$ cat config.mk
export PLATFORM = sky130hd
export DESIGN_NAME = fetch_unit
export DESIGN_NICKNAME = d
export VERILOG_FILES = /design/src/rtl/fetch_unit.sv
export SDC_FILE = /design/constraint.sdc
export NUM_CORES = 1
export LEC_CHECK = 0
export BUFFER_PORTS_ARGS = -buffer_cell sky130_fd_sc_hd__buf_2
export CORE_MARGIN = 4
export CORE_UTILIZATION = 53
export CTS_CLUSTER_DIAMETER = 80
export DETAILED_ROUTE_END_ITERATION = 12
export PLACE_DENSITY = 0.81
export SLEW_MARGIN = 20
export SYNTH_ARGS = -nofsm -noshare
export SYNTH_HDL_FRONTEND = slang
export SYNTH_SLANG_ARGS = --single-unit
$ cat constraint.sdc
create_clock -name clk -period 2.2 [get_ports clk]
set_input_delay 0.11 -clock clk [delete_from_list [all_inputs] [get_ports clk]]
set_output_delay 0.11 -clock clk [all_outputs]
set_load 0.01 [all_outputs]
$ cat src/rtl/fetch_unit.sv
// fetch_unit: instruction fetch stage.
// Holds the PC, fetches one word at a time over a req/ack memory handshake,
// and presents {instr, pc, pc+4} to decode through a one-entry output register.
//
// Handshakes:
//   imem: o_imem_req/o_imem_addr come from registered state only. They stay
//         stable until i_imem_ack is sampled high, and are never withdrawn
//         early. i_imem_ack is only looked at while o_imem_req=1.
//   id:   an instruction transfers on any rising edge where o_id_valid=1 and
//         i_id_ready=1. The o_id_* payload holds steady until that edge.
module fetch_unit #(
  parameter logic [31:0] RESET_PC = 32'h0000_0000
) (
  input  logic        clk,
  input  logic        rst_n,
  input  logic        i_redirect,
  input  logic [31:0] i_redirect_pc,
  output logic        o_imem_req,
  output logic [31:0] o_imem_addr,
  input  logic        i_imem_ack,
  input  logic [31:0] i_imem_rdata,
  output logic        o_id_valid,
  input  logic        i_id_ready,
  output logic [31:0] o_id_instr,
  output logic [31:0] o_id_pc,
  output logic [31:0] o_id_pc_plus4,
  output logic [1:0]  o_state
);

  typedef enum logic [1:0] {
    BOOT = 2'd0,
    REQ  = 2'd1,
    HOLD = 2'd2,
    DROP = 2'd3
  } state_t;

  state_t      r_state;
  state_t      w_next_state;
  logic [31:0] r_pc;
  logic [31:0] r_old_addr;   // address of the request being drained in DROP
  logic        r_id_valid;
  logic [31:0] r_id_instr;
  logic [31:0] r_id_pc;
  logic [31:0] r_id_pc_plus4;

  logic [31:0] w_redirect_pc;
  logic [31:0] w_pc_plus4;
  logic        w_ack_in_req;
  logic        w_transfer;
  logic [1:0]  w_unused_rpc_lsb;

  // Redirect targets are word aligned; the low two bits are dropped.
  assign w_redirect_pc    = {i_redirect_pc[31:2], 2'b00};
  assign w_unused_rpc_lsb = i_redirect_pc[1:0];
  assign w_pc_plus4       = r_pc + 32'd4;
  assign w_ack_in_req     = (r_state == REQ) && i_imem_ack;
  assign w_transfer       = r_id_valid && i_id_ready;

  // State register.
  always_ff @(posedge clk or negedge rst_n) begin
    if (!rst_n) r_state <= BOOT;
    else        r_state <= w_next_state;
  end

  // Next-state logic; redirect takes priority over everything else.
  always_comb begin
    w_next_state = r_state;
    case (r_state)
      BOOT: w_next_state = REQ;
      REQ: begin
        if (i_redirect)      w_next_state = i_imem_ack ? REQ : DROP;
        else if (i_imem_ack) w_next_state = HOLD;
      end
      HOLD: begin
        if (i_redirect || w_transfer) w_next_state = REQ;
      end
      DROP: begin
        // The stale request finishes on ack; a fresh redirect only moves pc.
        if (i_imem_ack) w_next_state = REQ;
      end
      default: w_next_state = BOOT;
    endcase
  end

  // Memory request outputs decoded from state and registered addresses only.
  always_comb begin
    o_imem_req  = (r_state == REQ) || (r_state == DROP);
    o_imem_addr = (r_state == DROP) ? r_old_addr : r_pc;
  end

  // Program counter and the address held while draining a dropped request.
  always_ff @(posedge clk or negedge rst_n) begin
    if (!rst_n) begin
      r_pc       <= RESET_PC;
      r_old_addr <= RESET_PC;
    end else begin
      if ((r_state == REQ) && i_redirect && !i_imem_ack) r_old_addr <= r_pc;
      if (i_redirect)        r_pc <= w_redirect_pc;
      else if (w_ack_in_req) r_pc <= w_pc_plus4;
    end
  end

  // One-entry output register toward decode.
  always_ff @(posedge clk or negedge rst_n) begin
    if (!rst_n) begin
      r_id_valid    <= 1'b0;
      r_id_instr    <= 32'h0000_0000;
      r_id_pc       <= 32'h0000_0000;
      r_id_pc_plus4 <= 32'h0000_0000;
    end else if (i_redirect) begin
      r_id_valid <= 1'b0;
    end else if (w_ack_in_req) begin
      r_id_valid    <= 1'b1;
      r_id_instr    <= i_imem_rdata;
      r_id_pc       <= r_pc;
      r_id_pc_plus4 <= w_pc_plus4;
    end else if ((r_state == HOLD) && w_transfer) begin
      r_id_valid <= 1'b0;
    end
  end

  assign o_id_valid    = r_id_valid;
  assign o_id_instr    = r_id_instr;
  assign o_id_pc       = r_id_pc;
  assign o_id_pc_plus4 = r_id_pc_plus4;
  assign o_state       = r_state;

endmodule

==> impl_results.md, run 1 <==
- Fraction of registers with async set/reset: 100%
- EDFF count, synth: 0
- Post-route minimum period: 2.01 ns
- Seq/Total Area, Yosys: between 50% and 60%
- Via density: about 5.2
- Crit end category: register
- Initial antenna violation count: 0
- Synth Flop Type: dfrtp_1
- Clk sink count: between 150 and 200
- Fin. max-slew vios: 0
- CTS tree: done
- Yosys reg bits: between 150 and 200
- Post-Place Cell Area: about 8500 µm²
- Final hold viol count: 0
- DR iter-0 viols: roughly 430
- CTS Buf Count: 17
- WHS: between 0.06 and 0.07 ns
- DP Wirelength: around 13 mm
- Total gr overflow: 0
- Worst Setup Path Type: reg -> reg
- Buffers on Ports: roughly 190
- Drt total wl: between 15 and 20 mm
- Syn. warnings: 0
- Slew at the pin closest to its max-slew limit: ~0.59 ns
- Core Area: around 13000 µm²
- Pwr/cell area: 985 nW/µm²
- Post-route insts no fill: 1175
- Fin area: a little under 10000 µm²
- Clock Skew: 0.00697 ns
- Max VDD drop: 0.611 mV
- CTS H-tree depth: 4
- CTS clk-pin slew, worst paths: ~0.06 ns
- Critical Path AT: 2.35 ns
- Cell taking the most area after synthesis: dfrtp_1
- Clock Path Buffers: 2
- Via count: between 6000 and 7000
- Dpl cells: around 1100
- Achievable Freq: 497 MHz
- Die Area: 15800 µm²
- Post-route ant nets: 0
- GRT met1 Usage: 31.1%
- R2R setup slack: between 0.15 and 0.2 ns
- Final setup vio count: 0
- Busiest metal layer after global routing: met2
- Largest net degree at the start of global routing: 67
- CTS Root Cell: clkbuf_16
- Row cnt: 42
- Status: complete, no violations
- Cell count after synthesis: between 700 and 800
- Crit share post-route: about nine tenths
- Crit-path max FO: 9
- Residual DRC: 0
- Pwr Total: ~9.6 mW
- Area share of the largest cell type after synthesis: 53.0%
- Hold WC Path Type: in -> reg
- Register area: roughly 3900 µm²
- Top cells by area, synth: dfrtp_1 53%, nand2_1 13%, mux2_2 9.4%, xor2_1 4.4%, o21ai_0 2.5%
- Startpoint types: register
- Top-count cell post-synth: nand2_1
- RD Place Congestion: ~0.81
- Ports: ~200
- Final TNS setup: 0 ns
- Leak: 4.81 nW
- Post-route setup slack: between 0.15 and 0.2 ns
- Critical Path RT: ~2.5 ns
- Vias in the first global route: 6123
- Core Util, Final: 72.5%
- Worst-skew pair later-pin latency: 0.42 ns
- First drt pass iteration count: 8
- Commonest cells in the netlist: 251 x nand2_1, 155 x dfrtp_1, 61 x mux2_2, 37 x xor2_1, 36 x o21ai_0
- Post-synthesis cell area: roughly 7300 µm²
- Place WS: ~0.24 ns
- Post-CTS Setup Inserts: 0
- Tot GR Track Use: between 20% and 30%
- Die Y: between 100 and 150 µm
- Starting density of the core: between 50% and 60%
- Max transition margin: between 60% and 70%
- Met3 usage: 5.59%
- Post-synthesis cell type count: 40
- P&R area growth vs syn: 32.7%
- Die X: between 100 and 150 µm
- Multi-input logic area: roughly 3100 µm²
- RSZ-0062 raised after global routing: no
- First-pass GRT wire length: about 31 mm
- Syn avg cell area: approximately 10 µm²
- Post-CTS sizing: 0
- Layout cell share with drive strength beyond 1: between 30% and 40%
- Max Cap Violations: 0
- DR WL/cell: 16.3 µm
- Nets: between 1000 and 1500
- Routing usage on met2: roughly 40%
- FILL cells: 953
==> registers in the layout, summed over array words and instances, names as in the netlist <==
register and flops:
o_id_instr 32, o_id_pc 30, o_id_pc_plus4 30, o_id_valid 1, o_state 2, r_old_addr 30, r_pc 30
==> cell families after synthesis <==
| kind of cell | count (synthesis) | share of synthesized area [%] |
|---|---|---|
| xor+xnor | 55 | 6.58 |
| other cells | 1 | 0.0512 |
| simple gates | 339 | 21.1 |
| compound gates | 66 | 4.95 |
| fa+ha+maj | 1 | 0.171 |
| mux | 62 | 9.52 |
| flops | 155 | 53.0 |
| buf+inv | 70 | 4.70 |
==> path summary, 6_finish.rpt <==
kind / from / to / cells past startpoint
hold reg to reg: o_id_pc[29] / o_id_pc[29] / 2
min in group asynchronous: rst_n / r_old_addr[3] / 2
setup reg to reg: r_pc[6] / o_id_pc_plus4[18] / 5
max in group asynchronous: rst_n / o_id_instr[22] / 3
hold / removal: i_imem_ack / o_state[1] / 4
setup / recovery: r_pc[6] / o_id_pc_plus4[18] / 5
==> placed cells by master, fill, tap and decap left out, types with 17 or more instances in the layout <==
cell           netlist  layout
nand4_1             17      17
buf_4               14      17
nand3_1             18      18
dfrtp_1            155     155
clkbuf_16            0      17
xnor2_1             18      18
buf_2               17     191
dlygate4sd3_1        0      64
nor2_1              20      20
xor2_1              37      37
mux2_2              61      61
o21ai_0             36      36
nand2_1            251     251
==> worst max-delay path, cell delays in order, from the launching register on <==
cell and delay (ns):
dfrtp_1 0.58, nand3_1 0.32, nor3_4 0.52, nand3_1 0.17
xor2_1 0.17, o21ai_0 0.17
==> per-layer routing <==
metal  vias to the layer above  share of wire [%]
li1                       2920                  -
met4                         0                2.2
met2                       208                 50
met3                        36                5.5
met5                         -                  0
met1                      2985                 43
==> repair_timing <==
action                                 in CTS  in global routing
hold buffers                               64                  0
endpoints found under the hold margin     108                  0
setup endpoints to repair                   0                  0
==> power breakdown <==
part,total (mW),internal [mW],switching (mW)
clock network,2.98,1.89,1.09
registers,4.04,3.59,0.459
logic,2.55,1.18,1.37
==> layout make-up <==
type | instances | share of cell area (%)
antenna | 1 | 0.0257
tap | 176 | 2.27
sequential | 155 | 39.9
inverter | 3 | 0.116
clock buffer | 24 | 5.06
clock inverter | 7 | 1.16
multi-input combinational | 529 | 32.2
timing repair buffer | 280 | 19.3
Power figures use the tool's default switching activity.
==> inputs of run 2 (changes only) <==
--- a/config.mk
+++ b/config.mk
@@ -5,12 +5,13 @@
 export SDC_FILE = /design/constraint.sdc
 export NUM_CORES = 1
 export LEC_CHECK = 0
+export ABC_AREA = 1
 export BUFFER_PORTS_ARGS = -buffer_cell sky130_fd_sc_hd__buf_2
 export CORE_MARGIN = 4
-export CORE_UTILIZATION = 53
+export CORE_UTILIZATION = 52
 export CTS_CLUSTER_DIAMETER = 80
 export DETAILED_ROUTE_END_ITERATION = 12
-export PLACE_DENSITY = 0.81
+export PLACE_DENSITY = 0.88
 export SLEW_MARGIN = 20
 export SYNTH_ARGS = -nofsm -noshare
 export SYNTH_HDL_FRONTEND = slang
==> run 2 against run 1 <==
Compared with the run above: worst setup slack gained 0.078 ns; critical path type is now reg -> out; global-route usage grew 2.3 points; sequential share of layout area grew 2.1 points; highest routed layer unchanged; wire length grew 5.7%; synthesized cell count grew 17%; clock skew grew 0.00057 ns; clock-buffer cell count shrank 4; utilization shrank 2.8 points; combinational power grew 69%; non-clock buffer count shrank 18.
==> impl_results.md, run 2 <==
- Clk sink count: between 150 and 200
- Via density: between 5 and 6
- Post-route ant nets: 0
- Post-CTS sizing: 0
- Pwr/cell area: between 1000 and 1500 nW/µm²
- Commonest cells in the netlist: 387 x nand2_1, 155 x dfrtp_1, 83 x o21ai_0, 56 x inv_1, 49 x nand3_1
- First drt pass iteration count: 5
- Clock Path Buffers: 2
- DR WL/cell: 15.5 µm
- R2R setup slack: 0.43 ns
- Leak: ~4.9 nW
- DP Wirelength: ~13 mm
- Post-route insts no fill: 1305
- Die Y: approximately 120 µm
- Place WS: approximately 0.45 ns
- Status: complete, no violations
- Tot GR Track Use: a little over a quarter
- Largest net degree at the start of global routing: 89
- WHS: approximately 0.012 ns
- Reg2reg start: r_pc[3]
- Cell taking the most area after synthesis: dfrtp_1
- Register area: around 3900 µm²
- Via count: about 6700
- Most frequent cells in the layout: 387 x nand2_1, 191 x buf_2, 155 x dfrtp_1, 83 x o21ai_0, 57 x dlygate4sd3_1
- Area share of the largest cell type after synthesis: between 50 and 60%
- Crit share post-route: a little under 90%
- Multi-input logic area: roughly 2700 µm²
- Number of flip-flops in the largest register: 32
- Seq/Total Area, Yosys: between 50% and 60%
- Post-synthesis cell area: about 7000 µm²
- Ports: around 200
- Drt total wl: approximately 20 mm
- Starting density of the core: approximately 53%
- Final hold viol count: 0
- Die Area: between 15000 and 20000 µm²
- Dpl cells: 1217
- Post-CTS Setup Inserts: 0
- Fin area: 9240 µm²
- CTS H-tree depth: 4
- Worst-skew pair later-pin latency: between 0.4 and 0.5 ns
- Buffers on Ports: 192
- Hold WC Path Type: in -> reg
- Pwr Total: between 10 and 15 mW
- Vias in the first global route: approximately 6500
- Nets: between 1000 and 1500
- Layout cell share with drive strength beyond 1: between 20% and 30%
- Top-count cell post-synth: nand2_1
- Fin. max-slew vios: 0
- Max Cap Violations: 0
- CTS clk-pin slew, worst paths: 0.06 ns
- Core Area: between 10000 and 15000 µm²
- Initial antenna violation count: 0
- Post-route setup slack: approximately 0.27 ns
- Crit path depth: 6
- Synth Flop Type: dfrtp_1
- Critical path origin: o_state[1]
- CTS tree: done
- Worst setup path endpoint: o_imem_addr[13]
- Cell family contributing the most delay on the critical path: buffers and inverters
- Worst Setup Path Type: reg -> out
- Startpoint types: register
- First-pass GRT wire length: between 30 and 40 mm
- DR iter-0 viols: ~530
- RSZ-0062 raised after global routing: no
- Final TNS setup: 0 ns
- Clock Skew: ~0.0075 ns
- Die X: about 120 µm
- Row cnt: between 40 and 50
- Syn avg cell area: ~8 µm²
- Max VDD drop: ~0.7 mV
- RD Place Congestion: approximately 0.9
- Buf/Inv on CP: 3
- Commonest non-fill, non-tap cell in the layout: nand2_1
- EDFF count, synth: 0
- Crit-path max FO: 40
- Post-route minimum period: between 1.5 and 2 ns
- Reg2reg path depth: 8
- Most frequent cell on the critical path: nand2_1
- Post-synthesis cell type count: 29
- Critical Path AT: ~1.8 ns
- FILL cells: between 1000 and 1500
- Core Util, Final: a little over two thirds
- Ant diodes: 0
- Critical Path RT: about 2.1 ns
- Worst-path cell chain: nand2_1 > inv_1 > buf_4 > nand2_1 > o21ai_0 > buf_2
- CTS Buf Count: 17
- Reg2reg end: o_id_pc_plus4[22]
- CP peak stage delay: around 0.47 ns
- Yosys reg bits: between 150 and 200
- P&R area growth vs syn: 31.7%
- Post-Place Cell Area: 8110 µm²
- Total gr overflow: 0
- Residual DRC: 0
- Fraction of registers with async set/reset: 100%
- CP max-delay cell: dfrtp_1
- Syn. warnings: 0
- Final setup vio count: 0
- Achievable Freq: slightly above 500 MHz
- Top cells by area, synth: dfrtp_1 55%, nand2_1 21%, o21ai_0 5.9%, nand3_1 3.5%, inv_1 3.0%
- CTS Root Cell: clkbuf_16
- Cell count after synthesis: 875
- Crit end category: output pin
==> run 2: cell count changes in the layout (fill, tap and decap cells not counted), sizes merged, moves of 11 or more <==
cell   before  now
nand2     251  390
o21ai      48  113
mux2       61    0
inv         3   58
xor2       37    6
nand3      21   49
nor2       21   44
nand4      20    1
xnor2      18    0
buf       216  205
==> run 2: worst min-delay path: cells and delay by family <==
family                 cells  cell delay (ns)
buffers and inverters      2             0.13
AND/OR/NAND/NOR            2             0.09
AO/OA/AOI/OAI              1             0.07
==> run 2: kinds of logic after synthesis <==
group	after synthesis	share of synthesized area (%)
flops	155	55.3
compound gates	122	8.94
buf+inv	103	7.07
other cells	1	0.0535
fa+ha+maj	1	0.178
simple gates	487	27.7
xor+xnor	6	0.749
==> run 2: worst min-delay path by stage <==
stage / endpoint / depth (start not counted) / slack (ns) / from
2_1_floorplan: o_id_instr[0] / 0 / -0.19 / rst_n
3_3_place_gp: r_old_addr[14] / 1 / 0.01 / rst_n
3_5_place_dp: o_id_pc[14] / 1 / 0.01 / rst_n
4_1_cts: r_pc[23] / 5 / 0.002 / i_redirect_pc[23]
5_1_grt: r_pc[30] / 5 / 0.04 / i_redirect_pc[30]
6_report: r_pc[20] / 5 / 0.01 / i_redirect_pc[20]
==> run 2: routing by layer <==
metal  part of all wire [%]  GRT usage, %  vias up
met2                     49          44.1      303
li1                       -             -     3216
met3                    7.0          6.13       66
met4                    3.6          11.8        0
met5                      0             0        -
met1                     41          33.3     3095
==> run 2: timing repair <==
item | in CTS | in global routing
endpoints found under the hold margin | 138 | 0
hold buffers | 57 | 0
setup endpoints to repair | 0 | 0
==> run 2: area by class of cell <==
class	instances	area share, %
tap	176	2.38
clock inverter	11	1.06
sequential	155	42.0
inverter	59	2.41
clock buffer	20	4.94
timing repair buffer	262	18.4
multi-input combinational	622	28.8
==> run 2: report_power, final <==
part / total [mW] / switching, mW / internal (mW) / leakage [nW]
logic: 4.32 / 2.64 / 1.69 / 2.73
clock network: 2.75 / 1.15 / 1.60 / 0.264
registers: 4.82 / 0.763 / 4.06 / 1.94
==> inputs of run 3 (changes only) <==
--- a/config.mk
+++ b/config.mk
@@ -5,13 +5,12 @@
 export SDC_FILE = /design/constraint.sdc
 export NUM_CORES = 1
 export LEC_CHECK = 0
-export ABC_AREA = 1
 export BUFFER_PORTS_ARGS = -buffer_cell sky130_fd_sc_hd__buf_2
 export CORE_MARGIN = 4
-export CORE_UTILIZATION = 52
+export CORE_UTILIZATION = 53
 export CTS_CLUSTER_DIAMETER = 80
 export DETAILED_ROUTE_END_ITERATION = 12
-export PLACE_DENSITY = 0.88
+export PLACE_DENSITY = 0.89
 export SLEW_MARGIN = 20
 export SYNTH_ARGS = -nofsm -noshare
 export SYNTH_HDL_FRONTEND = slang
==> run 3 against run 2 <==
Compared with the run above: critical path depth shrank 1; power shrank 20%; maximum frequency shrank 2.9%; sequential cell count is the same; non-clock buffer count grew 19; clock skew grew 0.0028 ns; first-iteration DRC count shrank 12%; utilization grew 2.4 points; clock-buffer cell count grew 2; design area grew 4.7%; cell count shrank 9.9%; via count shrank 7.7%.
==> impl_results.md, run 3 (synthesized netlist as in run 1, its figures left out) <==
- Most frequent cells in the layout: 251 x nand2_1, 191 x buf_2, 155 x dfrtp_1, 63 x dlygate4sd3_1, 61 x mux2_2
- Pwr/cell area: a little under 1000 nW/µm²
- Final hold viol count: 0
- Max Cap Violations: 0
- Buf/Inv on CP: 0
- RD Place Congestion: roughly 0.80
- Number of flip-flops in the largest register: 32
- Place WS: 0.202 ns
- Status: complete, no violations
- CTS tree: done
- Clk sink count: approximately 160
- First drt pass iteration count: 5
- Worst-path cell chain: nand3_1 > nor3_4 > nand4_1 > xor2_1 > o21ai_0
- Crit share post-route: 90.5%
- Worst-skew pair later-pin latency: around 0.42 ns
- Combinational Power Share: about 27%
- Crit end category: register
- Critical Path AT: around 2.3 ns
- Starting density of the core: around 55%
- Crit-path max FO: 9
- Slew at the pin closest to its max-slew limit: between 0.5 and 0.6 ns
- Critical Path RT: 2.53 ns
- Die Area: 15800 µm²
- Switching power share of the total: 31.4%
- Die X: around 130 µm
- Fin area: 9670 µm²
- Layout cell share with drive strength beyond 1: between 30 and 40%
- Nets: about 1100
- Drt total wl: about 20 mm
- Commonest non-fill, non-tap cell in the layout: nand2_1
- FILL cells: approximately 940
- Total gr overflow: 0
- DP Wirelength: 12.8 mm
- Psw: between 2 and 3 mW
- CTS Root Cell: clkbuf_16
- Post-CTS Setup Inserts: 0
- Row cnt: 42
- Post-Place Cell Area: 8460 µm²
- DR iter-0 viols: approximately 470
- Final setup vio count: 0
- P&R area growth vs syn: 32.1%
- Via count: 6167
- Core Area: 13400 µm²
- Cell family contributing the most delay on the critical path: simple AND/OR/NAND/NOR gates
- CP max-delay cell: dfrtp_1
- Sequential Power Share: around 43%
- CTS Buf Count: 17
- Ant diodes: 0
- DR WL/cell: around 17 µm
- Fin. max-slew vios: 0
- Via density: between 5 and 6
- Ports: about 200
- CTS H-tree depth: 4
- Max VDD drop: roughly 0.67 mV
- Post-route setup slack: 0.208 ns
- Post-CTS sizing: 0
- Startpoint types: register
- Tot GR Track Use: 25.5%
- CTS clk-pin slew, worst paths: around 0.060 ns
- Die Y: roughly 130 µm
- Achievable Freq: 502 MHz
- Multi-input logic area: about 3100 µm²
- Final TNS setup: 0 ns
- Hold WC Path Type: in -> reg
- Clock power share: approximately 30%
- Max transition margin: approximately 66%
- Buffers on Ports: around 190
- RSZ-0062 raised after global routing: no
- Register area: ~3900 µm²
- Post-route ant nets: 0
- Residual DRC: 0
- Worst Setup Path Type: reg -> reg
- CP peak stage delay: 0.61 ns
- Vias in the first global route: about 6400
- Clock Skew: 0.0103 ns
- Pint: 6.50 mW
- Clock Path Buffers: 2
- Initial antenna violation count: 0
- Leak: between 4 and 5 nW
- First-pass GRT wire length: 32.5 mm
- Post-route minimum period: about 2 ns
- Largest net degree at the start of global routing: 67
run 3: changes by cell type in the layout (fill, tap and decap cells not counted), sizes merged, moves of 6 or more:
cell	before	now
mux2	0	61
dlygate4sd3	57	63
inv	58	3
nor2	44	21
xor2	6	37
o21ai	113	48
a21oi	2	12
nand3	49	21
and3	0	6
nor3	0	7
nand2	390	251
xnor2	0	18
nand4	1	20
buf	205	218
run 3: power by group through the flow:
stage / logic (mW) / clock network (mW) / registers, mW
after floorplan: 1.22 / 0 / 4.21
after global placement: 2.40 / 0 / 4.03
after detailed placement: 2.47 / 0 / 4.09
after CTS: 2.57 / 2.88 / 4.04
after global routing: 2.82 / 3.00 / 4.15
final: 2.57 / 2.84 / 4.06
run 3: layout make-up:
cell class	instances	area share [%]
sequential	155	40.1
tap	176	2.28
clock buffer	22	4.80
inverter	3	0.116
clock inverter	10	1.22
multi-input combinational	529	32.3
timing repair buffer	281	19.2
run 3: what timing repair did:
| item | 4_1_cts | 5_1_grt |
|---|---|---|
| hold buffers | 63 | 0 |
| setup endpoints to repair | 0 | 1 |
| hold endpoints to repair | 105 | 0 |
run 3: worst reg2reg max path, delay by kind of cell, from the launching register on:
family,cells,cell delay (ns)
AO/OA/AOI/OAI,1,0.16
XOR/XNOR,1,0.16
flip-flops,1,0.61
AND/OR/NAND/NOR,3,0.98
run 3: final timing paths:
| path | from | slack, ns | to | cells after the start |
|---|---|---|---|---|
| worst max-delay path | r_pc[6] | 0.21 | r_pc[22] | 5 |
| worst min-delay path | i_id_ready | 0.01 | o_id_valid | 4 |
| worst max register to register | r_pc[6] | 0.21 | r_pc[22] | 5 |
| worst min register to register | o_id_pc[11] | 0.47 | o_id_pc[11] | 2 |
| max in group asynchronous | rst_n | 1.31 | o_id_pc_plus4[9] | 3 |
| min in group asynchronous | rst_n | 0.18 | o_id_pc[26] | 2 |
run 3: per-stage QoR:
stage / util, % / power [mW] / hold WS [ns] / instances
global placement: 63.1 / 6.43 / 0.0588 / 1081
detailed placement: 63.1 / 6.56 / 0.0584 / 1081
finish: 72.2 / 9.46 / 0.0143 / 1176
CTS: 72.2 / 9.50 / 0.00329 / 1176
global route: 72.2 / 9.98 / 0.0264 / 1176
floorplan: - / 5.44 / -0.186 / 754
run 3: routing by layer:
metal,GRT usage (%),up-vias,wire length [µm]
li1,-,2920,-
met1,33.3,3017,8350
met2,42.7,210,9770
met3,6.18,20,1210
met4,7.33,0,267
met5,0,-,0
